$ cat config.mk
export PLATFORM = sky130hd
export DESIGN_NAME = vga_timing_gen
export DESIGN_NICKNAME = d
export VERILOG_FILES = /design/src/rtl/vga_timing_gen.sv
export SDC_FILE = /design/constraint.sdc
export NUM_CORES = 1
export LEC_CHECK = 0
export CORE_MARGIN = 4
export CORE_UTILIZATION = 46
export DETAILED_ROUTE_END_ITERATION = 7
export PLACE_DENSITY = 0.7
export SLEW_MARGIN = 20
export SYNTH_ARGS = -nofsm -noshare
export SYNTH_HDL_FRONTEND = slang
export SYNTH_SLANG_ARGS = --single-unit
export TNS_END_PERCENT = 50
$ cat constraint.sdc
create_clock -name VCLK -period 7.2 [get_ports VCLK]
set_input_delay 1.44 -clock VCLK [delete_from_list [all_inputs] [get_ports VCLK]]
set_output_delay 1.44 -clock VCLK [all_outputs]
set_load 0.005 [all_outputs]
$ cat src/rtl/vga_timing_gen.sv
// vga_timing_gen: raster timing generator for the EyeTracker VGA path.
// Produces registered HSYNC/VSYNC/DE and raster coordinates, a per-line
// prefetch request for the line-memory loader, frame start/count outputs,
// and a sticky underrun flag for requests the loader never accepted.
module vga_timing_gen #(
    parameter int ADDR_WIDTH = 11,
    parameter int HACTIVE    = 640,
    parameter int HFP        = 16,
    parameter int HSYNC_W    = 96,
    parameter int HBP        = 48,
    parameter int VACTIVE    = 480,
    parameter int VFP        = 10,
    parameter int VSYNC_W    = 2,
    parameter int VBP        = 33,
    parameter bit HSYNC_POL  = 1'b0,
    parameter bit VSYNC_POL  = 1'b0
) (
    input  logic                  VCLK,
    input  logic                  RST_N,
    input  logic                  iEN,
    input  logic                  iLINE_ACK,
    output logic                  oHSYNC,
    output logic                  oVSYNC,
    output logic                  oDE,
    output logic [ADDR_WIDTH-1:0] oH_ADDR,
    output logic [ADDR_WIDTH-1:0] oV_ADDR,
    output logic                  oFRAME_START,
    output logic [15:0]           oFRAME_CNT,
    output logic                  oLINE_REQ,
    output logic [ADDR_WIDTH-1:0] oLINE_NUM,
    output logic                  oUNDERRUN
);

    localparam int HTOTAL = HACTIVE + HFP + HSYNC_W + HBP;
    localparam int VTOTAL = VACTIVE + VFP + VSYNC_W + VBP;

    localparam logic [ADDR_WIDTH-1:0] L_ONE  = ADDR_WIDTH'(1);
    localparam logic [ADDR_WIDTH-1:0] L_HMAX = ADDR_WIDTH'(HTOTAL - 1);
    localparam logic [ADDR_WIDTH-1:0] L_VMAX = ADDR_WIDTH'(VTOTAL - 1);
    localparam logic [ADDR_WIDTH-1:0] L_HACT = ADDR_WIDTH'(HACTIVE);
    localparam logic [ADDR_WIDTH-1:0] L_VACT = ADDR_WIDTH'(VACTIVE);
    localparam logic [ADDR_WIDTH-1:0] L_HSS  = ADDR_WIDTH'(HACTIVE + HFP);
    localparam logic [ADDR_WIDTH-1:0] L_HSE  = ADDR_WIDTH'(HACTIVE + HFP + HSYNC_W);
    localparam logic [ADDR_WIDTH-1:0] L_VSS  = ADDR_WIDTH'(VACTIVE + VFP);
    localparam logic [ADDR_WIDTH-1:0] L_VSE  = ADDR_WIDTH'(VACTIVE + VFP + VSYNC_W);

    typedef enum logic {
        S_IDLE = 1'b0,
        S_RUN  = 1'b1
    } state_t;

    state_t                  r_state;
    logic [ADDR_WIDTH-1:0]   r_h;
    logic [ADDR_WIDTH-1:0]   r_v;
    logic                    r_hsync;
    logic                    r_vsync;
    logic                    r_de;
    logic                    r_frameStart;
    logic [15:0]             r_frameCnt;
    logic                    r_lineReq;
    logic [ADDR_WIDTH-1:0]   r_lineNum;
    logic                    r_underrun;

    state_t                  w_stateNext;
    logic [ADDR_WIDTH-1:0]   w_h;
    logic [ADDR_WIDTH-1:0]   w_v;
    logic [ADDR_WIDTH-1:0]   w_nextLine;
    logic                    w_hWrap;
    logic                    w_hsync;
    logic                    w_vsync;
    logic                    w_de;
    logic                    w_frameStart;
    logic [15:0]             w_frameCnt;
    logic                    w_lineReq;
    logic [ADDR_WIDTH-1:0]   w_lineNum;
    logic                    w_underrun;

    // Next position, decoded outputs and request bookkeeping; outputs are
    // decoded from the next position so they register coherent with it.
    always_comb begin
        w_stateNext  = S_IDLE;
        w_h          = '0;
        w_v          = '0;
        w_nextLine   = '0;
        w_hWrap      = 1'b0;
        w_hsync      = ~HSYNC_POL;
        w_vsync      = ~VSYNC_POL;
        w_de         = 1'b0;
        w_frameStart = 1'b0;
        w_frameCnt   = '0;
        w_lineReq    = 1'b0;
        w_lineNum    = '0;
        w_underrun   = 1'b0;

        if (iEN) begin
            w_stateNext = S_RUN;
            w_frameCnt  = r_frameCnt;
            w_lineReq   = r_lineReq;
            w_lineNum   = r_lineNum;
            w_underrun  = r_underrun;

            if (r_state == S_RUN) begin
                w_hWrap = (r_h == L_HMAX);
                w_h     = w_hWrap ? '0 : r_h + L_ONE;
                w_v     = r_v;
                if (w_hWrap) begin
                    w_v = (r_v == L_VMAX) ? '0 : r_v + L_ONE;
                    if (r_v == L_VMAX) begin
                        w_frameCnt = r_frameCnt + 16'd1;
                    end
                end
            end

            w_de         = (w_h < L_HACT) && (w_v < L_VACT);
            w_hsync      = ((w_h >= L_HSS) && (w_h < L_HSE)) ? HSYNC_POL : ~HSYNC_POL;
            w_vsync      = ((w_v >= L_VSS) && (w_v < L_VSE)) ? VSYNC_POL : ~VSYNC_POL;
            w_frameStart = (w_h == '0) && (w_v == '0);
            w_nextLine   = (w_v == L_VMAX) ? '0 : w_v + L_ONE;

            if (r_lineReq && iLINE_ACK) begin
                w_lineReq = 1'b0;
            end else if (r_lineReq && (w_h == '0) && (w_v == r_lineNum)) begin
                w_lineReq  = 1'b0;
                w_underrun = 1'b1;
            end

            if ((w_h == L_HACT) && (w_nextLine < L_VACT)) begin
                w_lineReq = 1'b1;
                w_lineNum = w_nextLine;
            end
        end
    end

    // State and output registers; async reset, idle values match reset values.
    always_ff @(posedge VCLK or negedge RST_N) begin
        if (!RST_N) begin
            r_state      <= S_IDLE;
            r_h          <= '0;
            r_v          <= '0;
            r_hsync      <= ~HSYNC_POL;
            r_vsync      <= ~VSYNC_POL;
            r_de         <= 1'b0;
            r_frameStart <= 1'b0;
            r_frameCnt   <= '0;
            r_lineReq    <= 1'b0;
            r_lineNum    <= '0;
            r_underrun   <= 1'b0;
        end else begin
            r_state      <= w_stateNext;
            r_h          <= w_h;
            r_v          <= w_v;
            r_hsync      <= w_hsync;
            r_vsync      <= w_vsync;
            r_de         <= w_de;
            r_frameStart <= w_frameStart;
            r_frameCnt   <= w_frameCnt;
            r_lineReq    <= w_lineReq;
            r_lineNum    <= w_lineNum;
            r_underrun   <= w_underrun;
        end
    end

    assign oHSYNC       = r_hsync;
    assign oVSYNC       = r_vsync;
    assign oDE          = r_de;
    assign oH_ADDR      = r_h;
    assign oV_ADDR      = r_v;
    assign oFRAME_START = r_frameStart;
    assign oFRAME_CNT   = r_frameCnt;
    assign oLINE_REQ    = r_lineReq;
    assign oLINE_NUM    = r_lineNum;
    assign oUNDERRUN    = r_underrun;

endmodule

==> results.md, run 1 <==
* Status: completed
* Antenna fix cells at 0
* Final Max Slew Viols at 0
* Clock tree sinks at 56
* Slowest-stage cell, CP: or4b_4
* CTS Root Cell: clkbuf_8
* Initial core utilization at 0.474
* WL/cell at roughly 17 µm
* Postcts setup bufs at 0
* Synth cell types at 71
* CTS Buf Count at 5
* Die Area at about 9500 µm²
* CTS tree: yes
* Internal Power at 0.401 mW
* Unrepaired setup endpoints after global routing: no
* Max Root-Sink Buffers at 2
* Routed Antenna Nets at 0
* R2r startpoint: oH_ADDR[5]$_DFF_PN0_
* Die width at between 90 and 100 µm
* Worst skew pair latency at approximately 310 ps
* Hold Vio Cnt, Final at 0
* Worst Hold Endpoint: oH_ADDR[0]$_DFF_PN0_
* Fraction of layout cells with a size suffix above 1 at 0.0737
* Critical path arrival at 4400 ps
* GP Congestion at ~0.93
* CTS Hold Bufs at 0
* CP Class: register to register
* Setup crit end kind: register
* Max_slew headroom at 0.531
* Pre-antenna DRT Iters at 5
* Internal reg-to-reg setup slack at 3000 ps
* Worst setup SP type: register
* Critical R2R Capture: oLINE_NUM[6]$_DFFE_PN0P_
* Initial antenna violation count at 0
* Worst-path fanout max at 11
* Area growth, synth to finish at 16.8%
* Hold Path Depth at 1
* R2R cell count at 12
* YS warnings at 0
* Mapped Nets at 419
* Final net count at ~460
* Worst Min Path Start: oH_ADDR[0]$_DFF_PN0_
* Required time of the critical path at about 7400 ps
* Post-synth EDFFs at 0
* Most used DFF post-synth: dfrtp_1
* Routed WL at 9200 µm
* Total track usage at 0.197
* Min-delay worst type: register to register
* Synth top cells by count: dfrtp_1 (54), nor2_1 (46), nand2_1 (37)
* NetSw at roughly 0.12 mW
* Sequential Power Share at 0.614
* Fraction of registers with async set/reset at 1.00
* H-tree depth at 2
* Setup TNS at 0 ps
* Tmin final at ~4200 ps
* FF+latch count, synth at between 50 and 60
* Setup Viol. Count Final at 0
* Clock share of power at 0.340
* Fmax at 238 MHz
* Placed Area at approximately 4200 µm²
* GRT overflow at 0
* Largest net degree at the start of global routing at 57
* I/O pin count at roughly 60
* Worst VDD drop at ~0.000097 V
* Vias in the first global route at 3,009
* Vias at between 3,000 and 4,000
* Cells along the critical path: or4b_4 -> nor3_1 -> a32o_1 -> ha_1 -> nand4_1 -> o21ai_0 -> nand3_1 -> or2_1 -> o32ai_1 -> o2bb2ai_1 -> and3_4 -> o211a_1
* Area share of the largest cell type after synthesis at 0.367
* Num rows at 32
* Cts repair resizes at 0
* Gate power share at 0.046
* Clock Skew at between 10 and 15 ps
* Die Height at roughly 97 µm
* Number of port buffers at 58
* Area leader, netlist: dfrtp_1
* Slew @ Worst Pin at approximately 700 ps
* Synth Cell Area at approximately 3700 µm²
* Fill count at about 700
* Max-cap viol count at 0
* DRT iter0 DRCs at approximately 200
* Gate Count Post-Synth at 409
* Clock transition at path regs at 100 ps
* Most common cell in the netlist: dfrtp_1
* Post-detail-place hpwl at about 6800 µm
* Switch share at 0.225
* Synth area leaders: dfrtp_1 (37%), xnor2_1 (5.2%), xor2_1 (5.0%), nor2_1 (4.7%), nand2_1 (3.8%)
* Fin crit share at 0.583
* Core region area at between 7000 and 8000 µm²
* Sequential share of the synthesized area at 0.381
* Leakage at roughly 1.7 nW
* PwrDens at between 100 and 150 nW/µm²
* Syn avg cell area at 9.00 µm²
* Global-route wire length before repair at approximately 16,000 µm
* Residual DRC count at 0
* Vias per Instance at ~5.8
* CP peak stage delay at between 600 and 700 ps
* Design area at ~4300 µm²
==> layer usage <==
metal	GRT usage	part of all wire	vias to the layer above	routed length [µm]
met1	0.295	0.47	1513	4370
met2	0.298	0.45	114	4100
li1	-	-	1542	-
met5	0	0	-	0
met3	0.0302	0.065	13	597
met4	0.0490	0.014	0	132
==> stage by stage <==
stage | setup WS, ps | hold WS (ps) | utilization | power, mW | std cells
detailed placement | 2870 | 521 | 0.542 | 0.349 | 542
finish | 3000 | 532 | 0.553 | 0.517 | 550
global route | 2650 | 576 | 0.553 | 0.537 | 550
floorplan | 3530 | 504 | - | 0.335 | 409
global placement | 3020 | 511 | 0.542 | 0.348 | 542
CTS | 3060 | 539 | 0.553 | 0.524 | 550
==> cells in the final DEF (no fill, tap or decap), types with 3 or more instances in the layout <==
master / Yosys / layout
nor4_1: 11 / 11
or3_1: 4 / 4
o31a_1: 5 / 5
o21a_1: 4 / 4
clkbuf_8: 0 / 6
o22ai_1: 8 / 8
nor3_1: 21 / 21
and2_1: 3 / 3
a31oi_1: 5 / 5
inv_1: 7 / 7
nor2_1: 46 / 46
or2_2: 5 / 5
nand3b_1: 5 / 5
xnor2_1: 22 / 22
nand3_1: 17 / 17
ha_1: 6 / 6
dfrtp_1: 54 / 54
nand4_1: 11 / 11
a21oi_1: 9 / 9
and3_1: 6 / 6
and4_1: 5 / 5
nor2b_1: 3 / 3
o211a_1: 3 / 3
clkdlybuf4s50_1: 0 / 57
nor4b_1: 3 / 3
nand2_1: 37 / 37
o21ai_0: 11 / 11
xor2_1: 21 / 21
==> final cells by class <==
class	count	area [µm²]	share of cell area
Multi-Input combinational cell	317	2060	0.480
Tap cell	102	128	0.0297
Clock buffer	8	90.1	0.0210
Sequential cell	56	1400	0.327
Timing Repair Buffer	59	583	0.136
Inverter	8	30.0	0.00699
==> registers in the layout, indices dropped and copies added, names as in the netlist, 11 cells and up <==
register / count
oFRAME_CNT: 16
oH_ADDR: 11
oV_ADDR: 11
oLINE_NUM: 11
==> how the worst max path moves through the flow <==
stage	start	end	slack [ps]
3_5_place_dp	iEN	oLINE_NUM[2]$_DFFE_PN0P_	2870
2_1_floorplan	oH_ADDR[5]$_DFF_PN0_	oLINE_NUM[5]$_DFFE_PN0P_	3530
4_1_cts	oH_ADDR[5]$_DFF_PN0_	oLINE_NUM[6]$_DFFE_PN0P_	3060
3_3_place_gp	iEN	oLINE_NUM[2]$_DFFE_PN0P_	3020
6_report	oH_ADDR[5]$_DFF_PN0_	oLINE_NUM[6]$_DFFE_PN0P_	3000
5_1_grt	oH_ADDR[5]$_DFF_PN0_	oLINE_NUM[6]$_DFFE_PN0P_	2650
==> critical path: cells and delay by family, from the launching register on <==
family	cells	cell delay [ps]
DFF	1	510
AOI/OAI and AO/OA	5	1460
adders and majority gates	1	250
and+or+nand+nor	6	1850
==> cells by family (layout without fill, tap and decap cells) <==
kind of cell	count (synthesis)	after routing	synth area share
multiplexers	1	1	0.00272
AO/OA/AOI/OAI	65	65	0.124
buffers and inverters	36	75	0.0581
XOR/XNOR	44	44	0.107
AND/OR/NAND/NOR	201	201	0.306
adder cells (fa/ha/maj)	6	6	0.0204
flip-flops	56	56	0.381
==> power groups by stage <==
stage | registers [mW] | clock network (mW) | logic, mW
CTS | 0.318 | 0.182 | 0.0246
global placement | 0.324 | 0 | 0.0241
finish | 0.318 | 0.176 | 0.0239
global route | 0.318 | 0.192 | 0.0272
detailed placement | 0.324 | 0 | 0.0247
floorplan | 0.323 | 0 | 0.0122
Note: power is estimated with default switching activity, not from simulation.
==> run 2: changes to the inputs <==
==> constraint.sdc (replaced) <==
create_clock -name VCLK -period 4.2 [get_ports VCLK]
set_input_delay 0.84 -clock VCLK [delete_from_list [all_inputs] [get_ports VCLK]]
set_output_delay 0.84 -clock VCLK [all_outputs]
set_load 0.005 [all_outputs]
==> run 2 against run 1 <==
Worst setup slack got worse by 2600 ps. Final cell count grew 1.1%. Fmax increased by 9.1%. Critical path depth is 1 higher. Sequential cell count is the same. Global-route usage is 1.3 points higher. Non-clock buffer count grew 6. Combinational power grew 83%. Clock-buffer cell count fell by 1. Total power is 70% higher. Register-to-register slack got worse by 2600 ps. Critical path type unchanged. Largest power group unchanged. Highest routed layer unchanged.
==> results.md, run 2 (synthesized netlist as in run 1, its figures left out) <==
* Worst VDD drop at 0.000125 V
* Unrepaired setup endpoints after global routing: no
* Gate power share at 0.050
* Hold Vio Cnt, Final at 0
* Internal reg-to-reg setup slack at between 300 and 400 ps
* Clock tree sinks at between 50 and 60
* Commonest non-fill, non-tap cell in the layout: clkdlybuf4s50_1
* Worst-path fanout max at 11
* Internal Power at 0.672 mW
* Final Core Density at 0.560
* Vias in the first global route at 3,183
* Required time of the critical path at about 4400 ps
* R2r startpoint: oH_ADDR[6]$_DFF_PN0_
* Setup Viol. Count Final at 0
* WL/cell at between 15 and 20 µm
* CP peak stage delay at between 600 and 700 ps
* Slew @ Worst Pin at between 600 and 700 ps
* Post-detail-place hpwl at 7000 µm
* Leakage at roughly 1.7 nW
* Pre-antenna DRT Iters at 5
* CTS Hold Bufs at 0
* Number of port buffers at 58
* Crit path launch: oH_ADDR[6]$_DFF_PN0_
* Status: completed
* Setup TNS at 0 ps
* Cells along the critical path: or4b_4 -> nor3_2 -> a32o_1 -> ha_1 -> and3_1 -> o41ai_1 -> o21ai_1 -> nand3_1 -> or2_1 -> o32ai_1 -> o2bb2ai_1 -> and3_4 -> o211a_1
* Clock Skew at approximately 15 ps
* GRT overflow at 0
* Delay-heaviest family, CP: simple AND/OR/NAND/NOR gates
* Max_slew headroom at 0.568
* Postcts setup bufs at 0
* WL met1 at roughly 4600 µm
* Residual DRC count at 0
* CTS Buf Count at 5
* Num rows at 32
* Die Height at 97.5 µm
* Max-cap viol count at 0
* Die Area at 9500 µm²
* Met2 WL at about 4300 µm
* Most frequent cells in the layout: clkdlybuf4s50_1 (57), dfrtp_1 (54), nor2_1 (46)
* Routed Antenna Nets at 0
* Setup WS pre-CTS at 212 ps
* Setup crit end kind: register
* Routed WL at ~9500 µm
* Largest register FFs at 16
* CTS tree: yes
* Critical path arrival at 4050 ps
* Switch share at 0.238
* Area growth, synth to finish at 18.1%
* Die width at between 90 and 100 µm
* Max Root-Sink Buffers at 2
* Total track usage at 0.210
* Buf/Inv on CP at 0
* Initial antenna violation count at 0
* CTS Root Cell: clkbuf_8
* Global-route wire length before repair at 16,500 µm
* GP Congestion at around 0.93
* Max Used Layer: met4
* Worst skew pair latency at around 320 ps
* Slowest-stage cell, CP: or4b_4
* Final net count at about 460
* Sequential Power Share at 0.618
* PwrDens at a little over 200 nW/µm²
* Clock share of power at 0.332
* Antenna fix cells at 0
* Min-delay worst type: input pin to async pin
* Vias at roughly 3,200
* Fin crit share at 0.916
* CP Class: register to register
* H-tree depth at 2
* Worst setup SP type: register
* Core region area at approximately 7800 µm²
* Metal3 WL at roughly 500 µm
* Largest net degree at the start of global routing at 35
* Tmin final at approximately 3800 ps
* Clock transition at path regs at approximately 100 ps
* I/O pin count at 59
* NetSw at roughly 0.21 mW
* Fraction of layout cells with a size suffix above 1 at 0.0903
* Setup ws final at roughly 350 ps
* Fmax at ~260 MHz
* Final Max Slew Viols at 0
* Cts repair resizes at 0
* Vias per Instance at 5.78
* Initial core utilization at 0.474
* DRT iter0 DRCs at about 220
## run 2: worst reg2reg max path: stages (launching register included)
cell	delay (ps)
dfrtp_1	520
or4b_4	650
nor3_2	250
a32o_1	350
ha_1	260
and3_1	160
o41ai_1	60
o21ai_1	210
nand3_1	190
or2_1	290
o32ai_1	230
o2bb2ai_1	140
and3_4	220
o211a_1	210
## run 2: per-stage QoR
stage	std cells	total power [mW]	hold slack [ps]	area (µm²)
after global placement	548	0.599	514	4250
after floorplan	409	0.575	504	3680
after CTS	556	0.891	529	4330
after detailed placement	548	0.600	528	4250
final	556	0.881	516	4350
after global routing	556	0.914	549	4350
## run 2: area by class of cell
| class | instances | area, µm² |
|---|---|---|
| timing repair buffer | 65 | 628 |
| inverter | 8 | 30.0 |
| sequential | 56 | 1400 |
| fill | 754 | 3420 |
| tap | 102 | 128 |
| multi-input combinational | 317 | 2080 |
| clock inverter | 1 | 5.00 |
| clock buffer | 7 | 76.3 |
## run 2: power groups by stage
stage,sequential (mW),combinational [mW],clock (mW)
floorplan,0.554,0.0209,0
global placement,0.555,0.0437,0
detailed placement,0.555,0.0442,0
CTS,0.545,0.0444,0.302
global route,0.545,0.0497,0.318
finish,0.545,0.0438,0.293
## run 2: routing by layer
layer  global-route usage  vias to the layer above
met3               0.0431                       13
met2                0.302                      102
met1                0.321                     1542
met4               0.0543                        0
met5                    0                        -
li1                     -                     1554
## run 2: final timing paths
path	endpoint	cells after the start
worst max-delay path	oLINE_NUM[6]$_DFFE_PN0P_	13
worst min-delay path	oV_ADDR[1]$_DFF_PN0_	1
worst max register to register	oLINE_NUM[6]$_DFFE_PN0P_	13
worst min register to register	oLINE_NUM[7]$_DFFE_PN0P_	1
max in group asynchronous	oV_ADDR[7]$_DFF_PN0_	2
min in group VCLK	oLINE_NUM[7]$_DFFE_PN0P_	1
==> run 3: changes to the inputs <==
--- a/config.mk
+++ b/config.mk
@@ -5,10 +5,11 @@
 export SDC_FILE = /design/constraint.sdc
 export NUM_CORES = 1
 export LEC_CHECK = 0
+export CAP_MARGIN = 40
 export CORE_MARGIN = 4
 export CORE_UTILIZATION = 46
 export DETAILED_ROUTE_END_ITERATION = 7
-export PLACE_DENSITY = 0.7
+export PLACE_DENSITY = 0.73
 export SLEW_MARGIN = 20
 export SYNTH_ARGS = -nofsm -noshare
 export SYNTH_HDL_FRONTEND = slang
==> constraint.sdc (replaced) <==
create_clock -name VCLK -period 3.2 [get_ports VCLK]
set_input_delay 0.64 -clock VCLK [delete_from_list [all_inputs] [get_ports VCLK]]
set_output_delay 0.64 -clock VCLK [all_outputs]
set_load 0.005 [all_outputs]
==> run 3 against run 2 <==
The run now ends with negative setup slack left. Die area unchanged. Sequential share of layout area decreased by 4.0 points. Clock power increased by 35%. Non-clock buffer count increased by 60. Total power increased by 33%. Critical endpoint is now oLINE_NUM[5]$_DFFE_PN0P_. First-iteration DRC count increased by 29%. Worst setup slack got worse by 410 ps.
==> results.md, run 3 (synthesized netlist as in run 1, its figures left out) <==
* Clock transition at path regs at 110 ps
* Global-route wire length before repair at roughly 17,000 µm
* Power Total at 1.18 mW
* DRT iter0 DRCs at 286
* Area growth, synth to finish at 35.0%
* Status: complete, but fails checks
* Worst VDD drop at around 0.00020 V
* Die width at 97.5 µm
* Max_slew headroom at 0.523
* GRT overflow at 0
* Final net count at 524
* Clock Skew at about 8.3 ps
* PwrDens at 237 nW/µm²
* Vias at approximately 3,500
* Largest net degree at the start of global routing at 57
* Routed Antenna Nets at 0
* Fill count at roughly 640
* Hold Vio Cnt, Final at 0
* Die Height at a little under 100 µm
* Vias per Instance at between 5 and 6
* Residual DRC count at 0
* Delay-heaviest family, CP: simple AND/OR/NAND/NOR gates
* CTS Root Cell: clkbuf_8
* Min-delay worst type: input pin to async pin
* Failing checks: negative setup slack
* Most frequent cells in the layout: buf_4 (64), clkdlybuf4s50_1 (57), dfrtp_1 (54)
* Initial antenna violation count at 0
* Critical path arrival at 3470 ps
* Final Max Slew Viols at 0
* Antenna fix cells at 0
* Fmax at 307 MHz
* Initial core utilization at 0.474
* Buf/Inv on CP at 0
* Setup TNS at -275 ps
* Setup ws final at -60.3 ps
* Fraction of layout cells with a size suffix above 1 at 0.239
* Fin crit share at 1.02
* Setup Viol. Count Final at 9
* Pre-antenna DRT Iters at 4
* Number of port buffers at between 50 and 60
* Slew @ Worst Pin at between 700 and 800 ps
* Total track usage at 0.214
* Cells along the critical path: or4b_4 -> nor3_4 -> a32o_2 -> ha_4 -> and3_4 -> o41ai_4 -> o21ai_2 -> nand3_2 -> or2_1 -> o32ai_2 -> o2bb2ai_2 -> and3_4 -> o211a_1
* Max-cap viol count at 0
* Hold_ws at between 400 and 500 ps
* Max Root-Sink Buffers at 2
* Num rows at 32
* Worst setup SP type: register
* Multi-input gate area at 2230 µm²
* Tmin final at roughly 3300 ps
* Vias in the first global route at 3,272
* Worst skew pair latency at about 320 ps
* Clock tree sinks at 56
* Worst-path fanout max at 6
* I/O pin count at 59
* CP peak stage delay at between 500 and 600 ps
* Reg area at about 1400 µm²
* Setup crit end kind: register
* Die Area at 9500 µm²
* Post-detail-place hpwl at between 7000 and 8000 µm
* CTS Buf Count at 5
* H-tree depth at 2
* Largest register FFs at 16
* GP Congestion at ~0.9
* Slowest-stage cell, CP: or4b_4
* Required time of the critical path at about 3400 ps
* CP Class: register to register
* Leakage at around 2.1 nW
* Unrepaired setup endpoints after global routing: yes
* Core region area at between 7000 and 8000 µm²
* Commonest non-fill, non-tap cell in the layout: buf_4
* CTS tree: yes
* Crit path top cell by count: and3_4
* Routed WL at 10,800 µm
* WL/cell at between 15 and 20 µm
[run 3: final cells by class]
| type | count | area share |
|---|---|---|
| clock buffer | 6 | 0.0146 |
| inverter | 8 | 0.00604 |
| clock inverter | 2 | 0.00327 |
| multi-input combinational | 318 | 0.449 |
| sequential | 56 | 0.282 |
| tap | 102 | 0.0257 |
| timing repair buffer | 125 | 0.219 |
[run 3: what timing repair did]
| item | CTS | global route |
|---|---|---|
| pin swaps | 11 | 20 |
| setup buffers | 6 | 5 |
| gates resized for setup | 2 | 24 |
| hold buffers | 0 | 0 |
| setup endpoints to repair | 9 | 14 |
| cloned | 0 | 1 |
[run 3: worst paths after layout]
path	start	end	slack (ps)	cells after the start
min in group VCLK	oUNDERRUN$_DFFE_PN0P_	oUNDERRUN$_DFFE_PN0P_	550	1
max	oH_ADDR[6]$_DFF_PN0_	oLINE_NUM[5]$_DFFE_PN0P_	-60	13
min	RST_N	oV_ADDR[9]$_DFF_PN0_	450	2
min reg2reg	oUNDERRUN$_DFFE_PN0P_	oUNDERRUN$_DFFE_PN0P_	550	1
max in group asynchronous	RST_N	oV_ADDR[1]$_DFF_PN0_	2270	2
max reg2reg	oH_ADDR[6]$_DFF_PN0_	oLINE_NUM[5]$_DFFE_PN0P_	-60	13
[run 3: routing by layer]
| layer | vias to the layer above | GRT usage | wire, µm |
|---|---|---|---|
| met5 | - | 0 | 0 |
| met4 | 0 | 0.0554 | 190 |
| met3 | 16 | 0.0330 | 462 |
| met2 | 110 | 0.341 | 5060 |
| met1 | 1717 | 0.305 | 5090 |
| li1 | 1682 | - | - |
[run 3: report_power, final]
group	leakage (nW)	internal, mW	switching [mW]
sequential	0.769	0.711	0.00169
combinational	1.27	0.0218	0.0465
clock	0.0414	0.157	0.239
[run 3: metrics by stage]
| stage | worst slack, ps | cell area, µm² | utilization | std cells |
|---|---|---|---|---|
| floorplan | -280 | 3720 | - | 409 |
| global placement | -1.21 | 4660 | 0.600 | 597 |
| detailed placement | -21.0 | 4660 | 0.600 | 597 |
| CTS | 2.38 | 4800 | 0.618 | 611 |
| global route | -175 | 4970 | 0.640 | 617 |
| finish | -60.3 | 4970 | 0.640 | 617 |
